$ cat config.mk
export PLATFORM = sky130hd
export DESIGN_NAME = shift_rows_stream
export DESIGN_NICKNAME = d
export VERILOG_FILES = /design/src/rtl/shift_rows_stream.sv
export SDC_FILE = /design/constraint.sdc
export NUM_CORES = 1
export LEC_CHECK = 0
export CAP_MARGIN = 30
export CORE_MARGIN = 5
export CORE_UTILIZATION = 40
export CTS_BUF_LIST = sky130_fd_sc_hd__clkbuf_4 sky130_fd_sc_hd__clkbuf_8
export CTS_CLUSTER_DIAMETER = 80
export CTS_CLUSTER_SIZE = 12
export DETAILED_ROUTE_END_ITERATION = 8
export DONT_BUFFER_PORTS = 1
export GPL_ROUTABILITY_DRIVEN = 0
export PLACE_DENSITY = 0.67
export SLEW_MARGIN = 20
export SYNTH_ARGS = -nofsm -noshare
export SYNTH_HDL_FRONTEND = slang
export SYNTH_SLANG_ARGS = --single-unit
$ cat constraint.sdc
create_clock -name clk -period 2.5 [get_ports clk]
set_input_delay 0.5 -clock clk [delete_from_list [all_inputs] [get_ports clk]]
set_output_delay 0.5 -clock clk [all_outputs]
set_load 0.02 [all_outputs]
$ cat src/rtl/shift_rows_stream.sv
// Streaming AES ShiftRows: bytes in, permuted bytes out.
// Two 16-byte banks let one block fill while the other drains.
module shift_rows_stream (
    input  logic       clk,
    input  logic       rst,
    input  logic       in_valid,
    input  logic [7:0] in_data,
    output logic       in_ready,
    output logic       out_valid,
    output logic [7:0] out_data,
    output logic       out_last,
    input  logic       out_ready
);

    logic [7:0] mem [2][16];
    logic [1:0] full;
    logic       wbank;
    logic       rbank;
    logic [3:0] widx;
    logic [3:0] ridx;
    logic [3:0] src_idx;
    logic [1:0] set_full;
    logic [1:0] clr_full;
    logic       in_fire;
    logic       out_fire;

    assign in_ready  = !full[wbank];
    assign out_valid = full[rbank];
    assign out_last  = out_valid && (ridx == 4'd15);
    assign out_data  = mem[rbank][src_idx];
    assign in_fire   = in_valid && in_ready;
    assign out_fire  = out_valid && out_ready;

    // Output byte j reads input byte P(j): row stays, column shifts by row.
    always_comb begin
        unique case (ridx)
            4'd0:  src_idx = 4'd0;
            4'd1:  src_idx = 4'd5;
            4'd2:  src_idx = 4'd10;
            4'd3:  src_idx = 4'd15;
            4'd4:  src_idx = 4'd4;
            4'd5:  src_idx = 4'd9;
            4'd6:  src_idx = 4'd14;
            4'd7:  src_idx = 4'd3;
            4'd8:  src_idx = 4'd8;
            4'd9:  src_idx = 4'd13;
            4'd10: src_idx = 4'd2;
            4'd11: src_idx = 4'd7;
            4'd12: src_idx = 4'd12;
            4'd13: src_idx = 4'd1;
            4'd14: src_idx = 4'd6;
            4'd15: src_idx = 4'd11;
        endcase
    end

    always_comb begin
        set_full = 2'b00;
        clr_full = 2'b00;
        if (in_fire && (widx == 4'd15)) begin
            set_full[wbank] = 1'b1;
        end
        if (out_fire && (ridx == 4'd15)) begin
            clr_full[rbank] = 1'b1;
        end
    end

    // Set and clear always target different banks, so both can land together.
    always_ff @(posedge clk) begin
        if (rst) begin
            full  <= 2'b00;
            wbank <= 1'b0;
            rbank <= 1'b0;
            widx  <= 4'd0;
            ridx  <= 4'd0;
        end else begin
            full <= (full | set_full) & ~clr_full;
            if (in_fire) begin
                widx <= widx + 4'd1;
                if (widx == 4'd15) begin
                    wbank <= ~wbank;
                end
            end
            if (out_fire) begin
                ridx <= ridx + 4'd1;
                if (ridx == 4'd15) begin
                    rbank <= ~rbank;
                end
            end
        end
    end

    always_ff @(posedge clk) begin
        if (!rst && in_fire) begin
            mem[wbank][widx] <= in_data;
        end
    end

endmodule

### Word level (Yosys, flattened, before mapping)

Memory sizes are Yosys's and may differ from the RTL's. A register that Yosys moved wholly into a read port is not among the register bits.
Cells that the tools add are included.

| word-level totals | value |
|---|---|
| memories | 2 |
| flip-flop bits (word level) | 12 |
| output and inout port bits | 11 |
| memory bits (writable) | 256 |
| bits in latches | 0 |
| ROM bits | 64 |
| input port bits | 12 |

Memories:

| memory | words | width | rd ports | clocked after memory_dff | write ports | RTL line | source |
|---|---|---|---|---|---|---|---|
| mem | 2 | 128 | 1 | 1 | 1 | 15 | `logic [7:0] mem [2][16];` |
| (name not given) | 16 | 4 | 1 | 1 | 0 | 36 | `unique case (ridx)` |

| operators by class | value |
|---|---|
| eq/ne operators | 2 |
| magnitude comparators | 7 |
| $mul | 0 |
| shifts and indexed selects | 0 |
| bitwise logic cells | 7 |
| $add $sub $neg | 2 |
| multiplexer cells | 21 |
| divide/modulo/power cells | 0 |
| reduce and logical (&&, ||, !) cells | 13 |

Operators with widths:

| operator | count |
|---|---|
| $mux W128 | 1 |
| $bmux W8 S4 | 1 |
| $demux W8 S4 | 1 |
| $mux W8 | 3 |
| $ge A5 B5 Y1 const B | 2 |
| $not A4 Y5 | 2 |
| $logic_and A1 B1 Y1 | 9 |
| $mux W1 | 9 |
| $add A4 B1 Y4 const B | 2 |
| $eq A4 B4 Y1 const B | 2 |
| $mux W4 | 2 |
| $lt A5 B1 Y1 const B | 1 |
| $lt A1 B2 Y1 const B | 2 |
| $mux W2 | 2 |
| $reduce_and A2 Y1 | 2 |
| $and A2 B2 Y2 | 1 |
| $demux W1 S1 | 2 |
| $ge A1 B1 Y1 const B | 2 |
| $logic_not A1 Y1 | 2 |
| $not A1 Y1 | 2 |
| $not A2 Y2 | 1 |
| $or A2 B2 Y2 | 1 |

### Longest topological paths before layout

Gate-level depths: netlist (run 1).

| depth | value |
|---|---|
| depth after elaboration | 8 |
| depth in mapped cells | 6 |

### Worst setup path after synthesis (run 1)

No wires, ideal clock.

| path | value |
|---|---|
| path kind | flip-flop to output port |
| start point | register, netlist name src_idx[1] |
| end point | output out_data[0] |
| arrival time | 2.043 ns |
| stages on the path, launching flop included | 6 |
| setup slack | -0.043 ns |
| buffers on the path | 2 |
| path through | dfxtp_1 > clkbuf_1 > buf_1 > mux4_2 > mux4_2 > mux2_2 |

| between the ends | value |
|---|---|
| longest elaborated chain between the ends | 4 |

RTL lines:

| what | RTL line | source |
|---|---|---|
| $not A4 Y5 (not written as such) | 30 | `assign out_data = mem[rbank][src_idx];` |
| $bmux W8 S4 | 30 |  |
| $mux W8 (not written as such) (2 in a row) | 30 |  |
| end, declared | 10 | `output logic [7:0] out_data,` |

No other way between the ends. The select of a mux whose other input is x is not followed.

### Worst setup path after layout (run 1)

| path | value |
|---|---|
| start point | register, netlist name src_idx[0] |
| end point | output out_data[2] |

| between the ends | value |
|---|---|
| longest elaborated chain between the ends | 4 |

RTL lines:

| what | RTL line |
|---|---|
| $not A4 Y5 (not written as such) | 30 |
| $bmux W8 S4 | 30 |
| $mux W8 (not written as such) (2 in a row) | 30 |

No other way between the ends. The select of a mux whose other input is x is not followed.

==> results_dict.tcl, run 1 <==
set metrics [dict create \
    syn_to_final_growth_pct 13.6 \
    worstSetupEndpointType "output pin" \
    die_h_um 173 \
    status "finished, violations left" \
    totalWireLength_mm 21.0 \
    setup_slack_ps -636 \
    drt_drc_violations_left 0 \
    num-nets-final 576 \
    core-area_mm2 0.0262 \
    muxShareOfSynthArea_pct 17.9 \
    avgSynthCellArea_um2 21.5 \
    dp_hpwl_mm 13.7 \
    synthAdderAreaFrac_pct 0.819 \
    synth_fp_nets 517 \
    rsz0062_at_grt "yes" \
    worst_setup_path_start_kind "register" \
    finish.utilization_pct 46.3 \
    routedWlPerCell_um 23.0 \
    synth_warnings 0 \
    diodes 0 \
    io_pins 23 \
    worst-setup-path-type "reg2out" \
    min_from "rst" \
    period_share_pct 125 \
    synth_compound_area_share_pct 0.866 \
    powerDensity_mw_per_mm2 641 \
    yosys.area.top_type "edfxtp_1" \
    grt_overflow 0 \
    max_clock_freq_ghz 0.319 \
    hold_path_class "in2reg" \
    route.vias.total 4937 \
    mostFrequentLayoutCells "256 x edfxtp_1, 80 x mux4_2, 44 x nor2_1, 41 x buf_4, 27 x clkbuf_8" \
    antenna_found_initial 0 \
    drt_iter0_drc 382 \
    cts_made_buffers 26 \
    yosys-top-cells-area "edfxtp_1 72%, mux4_2 17%, dfxtp_1 3.2%" \
    synth-simple-area-share_pct 3.09 \
    setup_viol 8 \
    ys_seq_elements 273 \
    worst_ep_arrival_time_ps 2640 \
    maxCapViolations 0 \
    final_common_cell "edfxtp_1" \
    violations "negative setup slack" \
    port_buffers 0 \
    grt_usage_pct 13.8 \
    dr.pass1.iters 5 \
    final-hold-violation-count 0 \
    die-area_mm2 0.0301 \
    fin_crit_ps 3140 \
    required_ps 2000 \
    yosysTopAreaCellShare_pct 71.9 \
    initial_core_util_pct 40.8 \
    cts_tree "yes" \
    grt_max_degree 33 \
    ir_drop_v 0.000591 \
    p_leak_uw 0.00375 \
    worst_pin_slew_ps 589 \
    num_rows 59 \
    worst_skew_pair.late_latency_ps 550 \
    seq_area_frac_synth_pct 75.1 \
    die_w_um 173 \
    crit_fanout 8 \
    clock-root-buffer "clkbuf_8" \
    grt_pass1_wl_mm 31.6 \
    max-clock-path-buffers 3 \
    vias_per_cell 5.41 \
    netlist_instances 498 \
    synthesis.area_mm2 0.0107 \
    h-tree-depth 1 \
    critPathLaunch "src_idx[0]" \
    cts.clk_slew.worst_paths_ps 70 \
    synth_top_family_by_area "multiplexers" \
    post-place-ws_ps -130 \
    drv_slew 0 \
    relSlewSlack_pct 60.7 \
    worst_clock_skew_ps 21.3 \
    synth_xor_area_share_pct 0.796 \
    first_global_vias 5110 \
    yosysUniqueCellTypes 34 \
    antenna_left 0 \
    r2r-start "rbank" \
    clock_sink_count 273 \
    drive_gt1_share_pct 34.3 \
]
-- through the flow --
stage                     std cells  total power (uW)  cell area (um2)  hold WS [ps]  setup TNS, ps
after CTS                       909              7860            12000          6.94          -5190
after global routing            912              8070            12100          9.85          -5360
after floorplan                 498              5170            10700           478              0
after detailed placement        857              5190            11500           507           -930
after global placement          857              5190            11500           486           -773
final                           912              7780            12100          44.2          -4870
-- layer usage --
layer / track usage (%) / part of all wire (%) / up-vias
li1: - / - / 2161
met1: 18.2 / 41 / 2599
met2: 23.5 / 51 / 141
met3: 2.55 / 5.1 / 36
met4: 4.12 / 2.9 / 0
met5: 0 / 0 / -
-- flip-flops by register name, summed over array words and instances, names as in the netlist, named ones only --
| signal | count |
|---|---|
| mem | 256 |
| ridx | 4 |
| src_idx | 4 |
| widx | 4 |
| full | 2 |
| rbank | 1 |
| wbank | 1 |
-- synthesized netlist by cell type --
cell type,count
edfxtp_1,256
clkbuf_1,8
nand2_1,9
buf_6,1
o21a_1,1
xor2_1,3
o21ai_0,3
nor2_1,44
nand3_1,4
xnor2_1,4
mux2i_2,1
a41oi_1,1
ha_1,7
mux2_2,9
and2_1,1
inv_1,7
o21ba_2,2
xor3_1,1
or3b_2,1
or3_1,4
a21oi_1,5
buf_2,1
or2_2,1
nand3b_1,2
a21boi_0,1
a221oi_1,1
and3_1,1
dfxtp_1,17
buf_4,6
nand4_1,2
buf_1,8
mux4_2,80
nor3_1,5
nand2b_1,1
-- cell families (layout without fill, tap and decap cells) --
kind of cell,count (synthesis),after routing
xor+xnor,8,8
fa+ha+maj,7,7
compound gates,14,14
buf+inv,31,110
mux,90,90
flops,273,273
simple gates,75,75
-- layout make-up --
| class | instances | area [um2] |
|---|---|---|
| Inverter | 7 | 26.3 |
| Tap cell | 335 | 419 |
| Timing Repair Buffer | 55 | 592 |
| Sequential cell | 273 | 8030 |
| Clock inverter | 1 | 5.00 |
| Multi-Input combinational cell | 194 | 2540 |
| Fill cell | 2069 | 14100 |
| Clock buffer | 47 | 522 |
-- report_power, final --
group,switching (uW),total [uW],internal [uW]
Sequential,7.45,5010,5000
Combinational,51.8,85.8,34.0
Clock,1380,2680,1300
-- final timing paths --
kind                 endpoint  slack [ps]  depth (start not counted)
hold / removal        ridx[3]          40                          1
setup reg to reg   src_idx[3]         340                          5
setup / recovery  out_data[2]        -640                          5
hold reg to reg       full[0]         520                          1
-- worst max-delay path: stages, from the launching register on --
cell       delay, ps
dfxtp_4          360
buf_12           160
clkbuf_16        170
mux4_2           540
mux4_2           510
mux2_4           340
-- what timing repair did --
| item | CTS | global route |
|---|---|---|
| endpoints found under the setup margin | 8 | 8 |
| hold buffers | 1 | 0 |
| cloned | 0 | 3 |
| pin swaps | 0 | 0 |
| setup buffers | 3 | 0 |
| resized for setup | 6 | 5 |
| endpoints found under the hold margin | 11 | 0 |
No activity file was read; power rests on OpenSTA's default activity.
==> run 2, diff against run 1 <==
PLACE_DENSITY = 0.66   (was 0.67)
REMOVE_ABC_BUFFERS = 1   (was default)
==> run 2 against run 1 <==
  * The flow still finishes with violations (negative setup slack)
  * Global-route usage up 1.2 points
  * Die area unchanged
  * Critical path depth unchanged
  * Flip-flop and latch count unchanged
  * Clock skew down 10 ps
  * Core utilization about the same
  * Cell count unchanged
  * Wire length up 5.7%
  * Sequential power about the same
==> results_dict.tcl, run 2 (synthesis gave the netlist of run 1 again) <==
set metrics [dict create \
    status "finished, violations left" \
    violations "negative setup slack" \
    worstSetupEndpointType "output pin" \
    routedWlPerCell_um 24.3 \
    final_common_cell "edfxtp_1" \
    max_clock_freq_ghz 0.320 \
    totalWireLength_mm 22.2 \
    io_pins 23 \
    drv_slew 0 \
    h-tree-depth 1 \
    worst_skew_pair.late_latency_ps 550 \
    r2r-start "rbank" \
    mostFrequentLayoutCells "256 x edfxtp_1, 80 x mux4_2, 44 x nor2_1, 37 x buf_4, 27 x clkbuf_8" \
    holdPathStages 1 \
    dr.pass1.iters 5 \
    worst_setup_path_start_kind "register" \
    reg2reg_depth 5 \
    ir_drop_v 0.000398 \
    hold_path_class "in2reg" \
    numPlacedInstances 853 \
    grt_max_degree 33 \
    drt_iter0_drc 503 \
    r2r-end "src_idx[3]" \
    cts_tree "yes" \
    period_share_pct 125 \
    cts_made_buffers 26 \
    powerDensity_mw_per_mm2 646 \
    fillers 2105 \
    relSlewSlack_pct 49.6 \
    die_h_um 173 \
    worst_ep_arrival_time_ps 2630 \
    clock_sink_count 273 \
    syn_to_final_growth_pct 13.7 \
    num-nets-final 576 \
    setup_viol 8 \
    core-area_mm2 0.0262 \
    fin_crit_ps 3130 \
    grt_pass1_wl_mm 34.1 \
    drt_drc_violations_left 0 \
    route.vias.total 5113 \
    num_rows 59 \
    first_global_vias 5329 \
    p_leak_uw 0.00374 \
    crit_fanout 8 \
    min_to "src_idx[0]" \
    die-area_mm2 0.0301 \
    largest-register "mem" \
    final-hold-violation-count 0 \
    drive_gt1_share_pct 33.6 \
    grt_usage_pct 14.9 \
    regArea_mm2 0.00803 \
    port_buffers 0 \
    clock-root-buffer "clkbuf_8" \
    finish.utilization_pct 46.4 \
    worst_pin_slew_ps 755 \
    worst-setup-path-type "reg2out" \
    rsz0062_at_grt "yes" \
    antenna_left 0 \
    max-clock-path-buffers 3 \
    vias_per_cell 5.61 \
    die_w_um 173 \
    power.total_uw 7840 \
    cts.clk_slew.worst_paths_ps 80 \
    holdWs_ps 35.2 \
    grt_overflow 0 \
    reg2reg_slack_ps 370 \
    dp_hpwl_mm 13.7 \
    maxCapViolations 0 \
    required_ps 2000 \
    multiInputGateArea_mm2 0.00254 \
    setup_slack_ps -625 \
    largest_reg_flops 256 \
    diodes 0 \
    instances_no_fill 912 \
    antenna_found_initial 0 \
    initial_core_util_pct 40.8 \
    worst_clock_skew_ps 11.0 \
    min_from "rst" \
]
-- run 2: cell count changes in the layout (fill, tap and decap cells not counted), sizes merged --
cell / previous run / this run
bufbuf: 0 / 1
clkinv: 1 / 0
buf: 51 / 49
clkbuf: 50 / 47
inv: 7 / 8
dlygate4sd3: 1 / 5
-- run 2: worst max-delay path, stage by stage (launching register included) --
cell	delay, ps
dfxtp_4	400
buf_12	120
buf_12	130
mux4_2	570
mux4_2	520
mux2_4	340
-- run 2: power by group --
| group | internal [uW] | switching (uW) |
|---|---|---|
| sequential | 5000 | 7.06 |
| combinational | 38.6 | 60.8 |
| clock | 1310 | 1430 |
| total | 6350 | 1500 |
-- run 2: repair_timing --
item,in CTS,in global routing
endpoints found under the setup margin,8,8
resized for setup,10,0
setup buffers,5,0
endpoints found under the hold margin,27,0
hold buffers,5,0
cloned,3,0
-- run 2: final cells by class --
class,count,share of cell area [%]
Multi-Input combinational cell,194,20.9
Clock buffer,47,4.29
Tap cell,335,3.45
Sequential cell,273,66.1
Clock inverter,1,0.0721
Timing Repair Buffer,55,4.94
Inverter,7,0.216
-- run 2: metal layers --
layer  vias to the layer above  wire [um]  track usage, %
met5                         -          0               0
li1                       2159          -               -
met4                         0        331            3.43
met2                       190      10900            23.9
met1                      2737       9560            22.0
met3                        27       1390            2.25
-- run 2: worst max path at each step --
stage / start / end / slack (ps)
2_1_floorplan: src_idx[0] / out_data[0] / -2160
3_3_place_gp: src_idx[0] / out_data[6] / -70
3_5_place_dp: src_idx[0] / out_data[6] / -70
4_1_cts: src_idx[0] / out_data[2] / -670
5_1_grt: src_idx[0] / out_data[6] / -680
6_report: src_idx[0] / out_data[5] / -630
-- run 2: per-stage QoR --
stage	TNS, ps	setup slack, ps	area (um2)
floorplan	-17250	-2160	10600
global placement	-249	-69.7	11400
detailed placement	-305	-73.4	11400
CTS	-5230	-667	12200
global route	-5270	-681	12200
finish	-4680	-625	12200
==> run 3, diff against run 2 <==
--- a/config.mk
+++ b/config.mk
@@ -7,3 +7,3 @@
 export LEC_CHECK = 0
-export CAP_MARGIN = 30
+export CAP_MARGIN = 40
 export CORE_MARGIN = 5
@@ -16,3 +16,3 @@
 export GPL_ROUTABILITY_DRIVEN = 0
-export PLACE_DENSITY = 0.66
+export PLACE_DENSITY = 0.64
 export REMOVE_ABC_BUFFERS = 1
==> constraint.sdc (replaced) <==
create_clock -name clk -period 3.6 [get_ports clk]
set_input_delay 0.36 -clock clk [delete_from_list [all_inputs] [get_ports clk]]
set_output_delay 0.36 -clock clk [all_outputs]
set_load 0.02 [all_outputs]
==> run 3 against run 2 <==
  * The run now ends clean
  * Critical path type unchanged
  * Clock skew rose by 6.5 ps
  * Sequential power fell by 31%
  * Largest cell class unchanged
  * Worst hold slack improved by 12 ps
  * Worst setup slack improved by 900 ps
  * First-iteration DRC count rose by 7.2%
  * Core utilization fell by 1.4 points
  * Die area did not move
  * Cell count fell by 4.2%
  * Combinational power rose by 25%
  * Total power fell by 32%
  * Global-route usage fell by 0.45 points
  * Flip-flop and latch count did not move
==> results_dict.tcl, run 3 (synthesis gave the netlist of run 1 again) <==
set metrics [dict create \
    num-nets-final 548 \
    p_sw_uw 1070 \
    port_buffers 0 \
    internal-power_uw 4300 \
    seqPwrFrac_pct 64.8 \
    drt_drc_violations_left 0 \
    worst_setup_path_start_kind "register" \
    antenna_found_initial 0 \
    die_w_um 173 \
    p_leak_uw 0.00352 \
    drive_gt1_share_pct 29.5 \
    clock-root-buffer "clkbuf_8" \
    routedWlPerCell_um 25.0 \
    setup_viol 0 \
    reg2reg_depth 5 \
    largest-register "mem" \
    required_ps 3240 \
    ir_drop_v 0.000233 \
    diodes 0 \
    totalWireLength_mm 21.8 \
    maxCapViolations 0 \
    status "finished clean" \
    worst_ep_arrival_time_ps 2970 \
    antenna_left 0 \
    comb_power_share_pct 2.3 \
    holdWs_ps 46.9 \
    place_area_mm2 0.0111 \
    num_rows 59 \
    crit_fanout 33 \
    dp_hpwl_mm 13.5 \
    period_share_pct 92.4 \
    cts.repair.resized 0 \
    grt_overflow 0 \
    finish.utilization_pct 45.0 \
    drt_iter0_drc 539 \
    worstSetupEndpointType "output pin" \
    fillers 2168 \
    initial_core_util_pct 40.8 \
    syn_to_final_growth_pct 10.2 \
    die_h_um 173 \
    grt_max_degree 65 \
    hold_path_class "in2reg" \
    max-clock-path-buffers 3 \
    vias_per_cell 5.58 \
    drv_slew 0 \
    max_clock_freq_ghz 0.301 \
    io_pins 23 \
    mostFrequentLayoutCells "256 x edfxtp_1, 80 x mux4_2, 44 x nor2_1, 27 x clkbuf_8, 15 x dfxtp_1" \
    die-area_mm2 0.0301 \
    clock_sink_count 273 \
    dr.pass1.iters 4 \
    cts_tree "yes" \
    core-area_mm2 0.0262 \
    first_global_vias 4993 \
    fin_crit_ps 3330 \
    final_common_cell "edfxtp_1" \
    cts_made_buffers 26 \
    grt_pass1_wl_mm 32.9 \
    worst_clock_skew_ps 17.5 \
    power.total_uw 5370 \
    worst_pin_slew_ps 808 \
    design_area_mm2 0.0118 \
    h-tree-depth 1 \
    route.vias.total 4875 \
    grt_usage_pct 14.5 \
    worst-setup-path-type "reg2out" \
    largest_reg_flops 256 \
    switching_share_pct 19.9 \
    worst_skew_pair.late_latency_ps 560 \
    powerDensity_mw_per_mm2 456 \
    clkPwrFrac_pct 32.9 \
    final-hold-violation-count 0 \
    rsz0062_at_grt "no" \
    holdPathStages 3 \
    cts.clk_slew.worst_paths_ps 80 \
    relSlewSlack_pct 45.9 \
]
-- run 3: changes by cell type in the layout (fill, tap and decap cells not counted) --
cell	delta
buf_12	-2
clkbuf_4	-10
inv_6	-1
clkinv_2	+1
buf_8	+1
mux2_4	-8
buf_4	-23
bufbuf_16	-1
dlygate4sd3_1	-3
mux2_2	+8
-- run 3: worst paths after layout --
check | from | end | slack [ps]
setup / recovery | src_idx[1] | out_data[0] | 270
setup reg to reg | wbank | mem[0][71] | 790
hold reg to reg | ridx[3] | ridx[3] | 540
hold / removal | in_valid | wbank | 50
-- run 3: what timing repair did --
item,CTS,global route
buffers inserted,0,0
hold buffers,10,0
hold endpoints to repair,272,0
setup endpoints to repair,0,0
-- run 3: power by group through the flow --
stage / clock [uW] / combinational [uW] / sequential, uW
3_3_place_gp: 0 / 50.8 / 3550
3_5_place_dp: 0 / 51.9 / 3550
5_1_grt: 1950 / 134 / 3480
6_report: 1770 / 124 / 3480
4_1_cts: 1810 / 124 / 3480
2_1_floorplan: 0 / 37.4 / 3550
-- run 3: stage by stage --
| stage | setup TNS [ps] | cells | worst slack [ps] |
|---|---|---|---|
| global route | 0 | 874 | 207 |
| CTS | 0 | 865 | 239 |
| detailed placement | 0 | 817 | 792 |
| global placement | 0 | 816 | 836 |
| floorplan | -7330 | 474 | -916 |
| finish | 0 | 874 | 273 |
-- run 3: per-layer routing --
| metal | vias to the layer above | share of wire, % | global-route usage [%] |
|---|---|---|---|
| li1 | 2092 | - | - |
| met1 | 2610 | 44 | 21.2 |
| met2 | 143 | 48 | 23.0 |
| met3 | 30 | 6.3 | 2.38 |
| met4 | 0 | 1.8 | 3.62 |
| met5 | - | 0 | 0 |
-- run 3: cell type report --
cell class                      count  area (um2)  area share [%]
Clock buffer                       37         447            3.79
Clock inverter                      1        5.00          0.0425
Inverter                            7        26.3           0.223
Multi-Input combinational cell    194        2510            21.3
Sequential cell                   273        8030            68.2
Tap cell                          335         419            3.56
Timing Repair Buffer               27         340            2.89
-- run 3: worst max-delay path: stages, from the launching register on --
cell and delay, ps:
dfxtp_2 810, buf_12 310, mux4_2 380, mux4_2 500, mux2_2 380
